## config.mk

```make
export PLATFORM = sky130hd
export DESIGN_NAME = ram_arbiter
export DESIGN_NICKNAME = d
export VERILOG_FILES = /design/src/rtl/hack_mem_pkg.sv /design/src/rtl/ram_arb_pick.sv /design/src/rtl/ram_arbiter.sv
export SDC_FILE = /design/constraint.sdc
export NUM_CORES = 1
export LEC_CHECK = 0
export CAP_MARGIN = 5
export CORE_MARGIN = 5
export CORE_UTILIZATION = 28
export CTS_BUF_LIST = sky130_fd_sc_hd__clkbuf_16
export DETAILED_ROUTE_END_ITERATION = 12
export GPL_ROUTABILITY_DRIVEN = 0
export PLACE_DENSITY = 0.82
export REMOVE_ABC_BUFFERS = 1
export SYNTH_ARGS = -nofsm -noshare
export SYNTH_HDL_FRONTEND = slang
export SYNTH_SLANG_ARGS = --single-unit
```

## constraint.sdc

```tcl
create_clock -name clk -period 2.35 [get_ports clk]
set_input_delay 0.3525 -clock clk [delete_from_list [all_inputs] [get_ports clk]]
set_output_delay 0.3525 -clock clk [all_outputs]
set_load 0.01 [all_outputs]
```

## src/rtl/hack_mem_pkg.sv

```systemverilog
// Shared Hack memory constants and the RAM arbiter state type.
package hack_mem_pkg;
  localparam int HACK_ADDR_W    = 16;
  localparam int HACK_DATA_W    = 16;
  localparam int HACK_RAM_DEPTH = 32768;

  typedef enum logic [1:0] {
    ARB   = 2'd0,
    LOCK0 = 2'd1,
    LOCK1 = 2'd2
  } arb_state_t;
endpackage

```

## src/rtl/ram_arb_pick.sv

```systemverilog
// Two-way priority picker, one-hot winner output.
// RAM_ARB_RR_EN: tie goes to the port selected by ptr; otherwise port 0 wins ties.
module ram_arb_pick (
  input  logic [1:0] req,
`ifdef RAM_ARB_RR_EN
  input  logic       ptr,
`endif
  output logic [1:0] win
);
`ifdef RAM_ARB_RR_EN
  always_comb begin
    win = req;
    if (&req) win = ptr ? 2'b10 : 2'b01;
  end
`else
  assign win = {req[1] & ~req[0], req[0]};
`endif
endmodule

```

## src/rtl/ram_arbiter.sv

```systemverilog
// Shares the single-ported Hack data RAM between the CPU (port 0) and a secondary master (port 1).
// RAM_ARB_RR_EN selects round-robin tie breaking; default build is fixed priority to port 0.
module ram_arbiter
  import hack_mem_pkg::*;
#(
  parameter int unsigned DEPTH  = HACK_RAM_DEPTH,
  parameter int          ADDR_W = HACK_ADDR_W,
  parameter int          DATA_W = HACK_DATA_W
) (
  input  logic              clk,
  input  logic              reset,
  input  logic              p0_req,
  input  logic              p0_we,
  input  logic              p0_lock,
  input  logic [ADDR_W-1:0] p0_addr,
  input  logic [DATA_W-1:0] p0_wdata,
  output logic              p0_gnt,
  output logic              p0_err,
  output logic              p0_rvalid,
  output logic [DATA_W-1:0] p0_rdata,
  input  logic              p1_req,
  input  logic              p1_we,
  input  logic              p1_lock,
  input  logic [ADDR_W-1:0] p1_addr,
  input  logic [DATA_W-1:0] p1_wdata,
  output logic              p1_gnt,
  output logic              p1_err,
  output logic              p1_rvalid,
  output logic [DATA_W-1:0] p1_rdata,
  output logic [ADDR_W-1:0] ram_address,
  output logic [DATA_W-1:0] ram_in,
  output logic              ram_load,
  input  logic [DATA_W-1:0] ram_out
);
  arb_state_t        state, state_nxt;
  logic [1:0]        pick_win, gnt, rvalid;
  logic [ADDR_W-1:0] last_addr, win_addr;
  logic [DATA_W-1:0] win_wdata;
  logic              win_we, in_range, any_gnt;

`ifdef RAM_ARB_RR_EN
  logic ptr;
  ram_arb_pick u_pick (.req({p1_req, p0_req}), .ptr(ptr), .win(pick_win));

  // Pointer toggles on every grant issued from ARB; locked grants leave it alone.
  always_ff @(posedge clk or posedge reset) begin
    if (reset)                    ptr <= 1'b0;
    else if (state == ARB && any_gnt) ptr <= ~ptr;
  end
`else
  ram_arb_pick u_pick (.req({p1_req, p0_req}), .win(pick_win));
`endif

  always_comb begin
    gnt       = 2'b00;
    state_nxt = state;
    case (state)
      ARB: begin
        gnt = pick_win;
        if (pick_win[0] && p0_lock)      state_nxt = LOCK0;
        else if (pick_win[1] && p1_lock) state_nxt = LOCK1;
      end
      LOCK0: begin
        gnt[0] = p0_req;
        if (!p0_req || !p0_lock) state_nxt = ARB;
      end
      LOCK1: begin
        gnt[1] = p1_req;
        if (!p1_req || !p1_lock) state_nxt = ARB;
      end
      default: state_nxt = ARB;
    endcase
    // Keep the RAM and requesters quiet while reset is held.
    if (reset) gnt = 2'b00;
  end

  assign any_gnt   = |gnt;
  assign win_addr  = gnt[1] ? p1_addr  : p0_addr;
  assign win_wdata = gnt[1] ? p1_wdata : p0_wdata;
  assign win_we    = gnt[1] ? p1_we    : p0_we;
  assign in_range  = {{(32-ADDR_W){1'b0}}, win_addr} < DEPTH;

  assign p0_gnt = gnt[0];
  assign p1_gnt = gnt[1];
  assign p0_err = gnt[0] & ~in_range;
  assign p1_err = gnt[1] & ~in_range;

  assign ram_address = any_gnt ? win_addr : last_addr;
  assign ram_in      = win_wdata;
  assign ram_load    = any_gnt & win_we & in_range;

  always_ff @(posedge clk or posedge reset) begin
    if (reset) begin
      state     <= ARB;
      last_addr <= '0;
      rvalid    <= 2'b00;
    end else begin
      state     <= state_nxt;
      last_addr <= ram_address;
      rvalid    <= gnt & {2{~win_we & in_range}};
    end
  end

  assign p0_rvalid = rvalid[0];
  assign p1_rvalid = rvalid[1];
  assign p0_rdata  = rvalid[0] ? ram_out : '0;
  assign p1_rdata  = rvalid[1] ? ram_out : '0;
endmodule

```

Word level (Yosys, flattened, before mapping). Cells that the tools add are included.

Word-level logic and storage cells: 45. Register bits: 20. Bits of input ports: 88. Output and inout bits: 71.

Equality and inequality tests: 5. Magnitude comparators: 1. Multiplexer cells: 14. Bitwise gates (word level): 10. Reduce and logical (&&, ||, !) cells: 12.

Operator list (count): two-way mux 16 bit (5); less-than comparator 16 bit (second input constant) (1); two-way mux 2 bit (5); bitwise AND 1 bit (6); case mux 2 bit (3 select lines) (1); zero test 1 bit (4); inequality test 2 bit (second input constant) (2); OR reduction 2 bit (2); inequality test 3 bit (second input constant) (1); NOT 1 bit (3); AND reduction 3 bit (1); bitwise AND 2 bit (1); == test 2 x 1 -> 1 bit (second input constant) (1); == test 2 bit (second input constant) (1); logical AND 1 bit (2); zero test 2 bit (1); logical OR 1 bit (2); two-way mux 1 bit (2); case mux 1 bit (2 select lines) (1).

Longest topological paths before layout.
Depth in word-level cells: 8. Depth in mapped cells: 5. Mapped depth without buffers: 3.

By module. Synthesis repeated with hierarchy kept, for this count alone.

Cells, all modules: 162. Area, all modules: 1631.6 µm².

Modules (own cells, without submodules): ram_arbiter (instances 1, cells each 160, seq. area each 500.5 µm², area an instance 1610.3 µm²); ram_arb_pick (instances 1, cells each 2, seq. area each 0.0 µm², area an instance 21.3 µm²).

Worst setup path after synthesis. Ideal clock, no wire load.

Path type: input port to output port. From: in reset. To: out ram_address[10]. Stages on the path: 4. Buffers on the path: 1. Arrival: 1.612 ns. Data required time: 1.997 ns. Setup slack: 0.386 ns. Cells stage by stage: inv_2 > clkbuf_1 > and3_1 > a221o_1.

Word-level cells in the longest chain between the ends: 3. Elaborated cells on any way between the ends: 4. Classes of those cells: 3 x mux; 1 x reduce/logical.

Ends and longest elaborated chain: start, declared (line ram_arbiter.sv:11) `input logic reset,`; two-way mux 2 bit (*) (line ram_arbiter.sv:74) `if (reset) gnt = 2'b00;`; two-way mux 16 bit / OR reduction 2 bit (equally long branches) (line ram_arbiter.sv:78, ram_arbiter.sv:77); two-way mux 16 bit (*) (line ram_arbiter.sv:88) `assign ram_address = any_gnt ? win_addr : last_addr;`; end, declared (line ram_arbiter.sv:30) `output logic [ADDR_W-1:0] ram_address,`.

Mark *: on every way between the ends. The rest lies on a longest branch, timed or not.

Worst setup path after layout.
From: reg state[1]. To: out ram_address[9].

Word-level cells in the longest chain between the ends: 6. Elaborated cells on any way between the ends: 10. Classes of those cells: 2 x eq/ne; 5 x mux; 3 x reduce/logical.

Ends and longest elaborated chain: start, declared (line ram_arbiter.sv:35) `arb_state_t state, state_nxt;`; start signal, assigned (line ram_arbiter.sv:98) `state <= state_nxt;`; == test 2 x 1 -> 1 bit / zero test 2 bit (equally long branches) (line ram_arbiter.sv:57) `case (state)`; OR reduction 2 bit (no line); two-way mux 1 bit (line ram_arbiter.sv:57); two-way mux 2 bit (*) (line ram_arbiter.sv:74); OR reduction 2 bit (line ram_arbiter.sv:77) `assign any_gnt = |gnt;`; two-way mux 16 bit (*) (line ram_arbiter.sv:88).

Marks and branches as above.

==> flow_summary.ini <==
[run_status]
status = finished, final reports clean

[yosys]
synthDistinctLibCells = 23
ys_seq_area_share_pct = 35.94
synth.avg_cell_area_um2 = 10.97
synth-seq-cells = 20
synth-warning-count = 0
synthCells = 127
syn_area_um2 = 1393

[final_layout]
mostFrequentLayoutCell = clkdlybuf4s50_1
n_antenna_cell = 0
final_nets = 399
most-common-layout-cells = clkdlybuf4s50_1 (120), and2_1 (33), dfrtp_1 (20), buf_2 (20), buf_4 (20)
area_growth_pct = 141.1
drive_gt1_share_pct = 26.45

[pwr]
power_uw = 1402
vdd_ir_drop_max_mv = 0.4008
powerDensity_nw_per_um2 = 417.6
p_leak_uw = 0.001532

[die]
die_y_um = 80.53
coreArea_um2 = 4786
initial_core_util_pct = 29.10
io_pins = 159
die_area_um2 = 6484
num_rows = 25
die_w_um = 80.53

[critical_path]
end_kind = output port
path_class = reg2out
startpoint = state[1]$_DFFE_PP0P_
reg2reg_from = state[1]$_DFFE_PP0P_
rrSetupSlack_ns = 0.69
crit_fanout = 6
r2r_cells = 6
endpoint = ram_address[9]
startpoint_type = register
worstPathRequired_ns = 2.00
r2r-end = last_addr[9]$_DFF_PP0_
worstPathArrival_ns = 1.91

[timing]
slew_headroom_pct = 73.17
setup_viol = 0
final-max-slew-violation-count = 0
timing.final.ws_setup_ns = 0.09178
fin_crit_ns = 2.258
fin_setup_tns_ns = 0
period_share_pct = 96.09
rsz0062_at_grt = false
fin_worst_skew_ns = 0.0007187
fmax_ghz = 0.4428
worstMarginPinSlew_ns = 0.4024
hold_viol = 0

[drt]
drtAntennaViolNets = 0
wl_mm = 6.318
vias = 1727
route.detailed.drc = 0
via_per_inst = 4.581
first_pass_iters = 4
routedWlPerCell_um = 16.76
drt_iter0_markers = 41

[grt]
antenna_found_initial = 0
grt-ovfl-total = 0
grt_pass1_wl_mm = 9.397
grt_pass1_vias = 1800
grt_max_degree = 18
track_usage_pct = 18.74

[placement]
post-dp-hpwl_mm = 5.053
portBuffers = 158
place_ws_ns = -0.2974

[clocking]
cts.clk_slew.worst_paths_ns = 0.06
clock_latency_ns = 0.25
cts_tree = yes
cts_buffers = 3
htree_levels = 1
ctsHoldBuffers = 0
clockRootBuffer = clkbuf_16
cts_sinks = 20
clk_path_buf_depth = 2

[flow_run]
drv_cap = 0

[worst_hold_path]
hold_path_class = in2async
==> synth_stat cells <==
cell | n | area, um2
a221o_1 | 15 | 150.1
a221oi_1 | 1 | 8.760
a32o_1 | 1 | 10.01
and2_1 | 33 | 206.5
and3_1 | 17 | 106.4
buf_12 | 1 | 20.02
buf_6 | 4 | 45.04
clkbuf_1 | 4 | 15.01
dfrtp_1 | 20 | 500.5
inv_1 | 3 | 11.26
inv_2 | 1 | 3.750
mux2_2 | 5 | 56.30
mux2_4 | 11 | 165.2
nand2b_1 | 2 | 12.51
nor2_1 | 1 | 3.750
nor2b_1 | 1 | 6.260
nor2b_4 | 1 | 13.76
nor3_1 | 1 | 5.000
nor3_4 | 1 | 16.27
nor3b_2 | 1 | 12.51
nor4_1 | 1 | 6.260
o21ai_2 | 1 | 8.760
or3b_2 | 1 | 8.760
==> final cells by class <==
class                           instances  area, um2
Timing Repair Buffer                  188       1856
Inverter                                4      15.01
Clock inverter                          1      30.03
Tap cell                               67      83.83
Sequential cell                        20      500.5
Multi-Input combinational cell         94      797.0
Clock buffer                            3      75.07
Fill cell                             401       1429
==> registers in the layout, summed over array words and instances (netlist names) <==
signal,flops
state,2
last_addr,16
rvalid,2
==> worst min path at each step <==
stage                            start                       to  slack, ns  depth (start not counted)
4_1_cts                          reset   last_addr[0]$_DFF_PP0_       0.44                          4
3_3_place_gp    last_addr[2]$_DFF_PP0_   last_addr[2]$_DFF_PP0_       0.50                          1
3_5_place_dp   last_addr[11]$_DFF_PP0_  last_addr[11]$_DFF_PP0_       0.49                          1
6_report                         reset   last_addr[0]$_DFF_PP0_       0.46                          4
2_1_floorplan                    reset   last_addr[0]$_DFF_PP0_       0.26                          1
5_1_grt                          reset   last_addr[0]$_DFF_PP0_       0.49                          4
==> per-stage QoR <==
stage	instances	hold WS, ns	cell area [um2]	utilization (%)
2_1_floorplan	118	0.2564	1313	-
3_3_place_gp	363	0.4960	3178	66.41
3_5_place_dp	363	0.4941	3178	66.41
4_1_cts	376	0.4375	3358	70.17
5_1_grt	377	0.4882	3357	70.14
6_report	377	0.4555	3357	70.14
==> cells by family after synthesis <==
family,share of synthesized area (%)
mux,15.90
compound gates,12.76
buf+inv,6.828
simple gates,28.57
flops,35.94
==> power breakdown <==
group | internal (uW) | switching (uW)
Clock | 338 | 129
Combinational | 342 | 185
Sequential | 389 | 19.4
==> what timing repair did <==
action | in CTS | in global routing
gates resized for setup | 114 | 3
cloned | 3 | 0
setup buffers | 6 | 1
pin swaps | 2 | 1
endpoints found under the hold margin | 0 | 0
endpoints found under the setup margin | 36 | 28
==> worst max-delay path: stages, from the launching register on <==
cell and delay, ns:
dfrtp_1 0.42, nor2b_4 0.17, nor3_4 0.06, buf_12 0.14, bufbuf_16 0.26, a221o_1 0.37
clkdlybuf4s15_2 0.24
==> routing by layer <==
metal  part of all wire [%]  global-route usage (%)
met1                     36                   19.90
met2                     52                   35.76
met3                     11                   5.381
met4                   0.84                   4.730
met5                      0                       0
No activity file was read; power rests on OpenSTA's default activity.
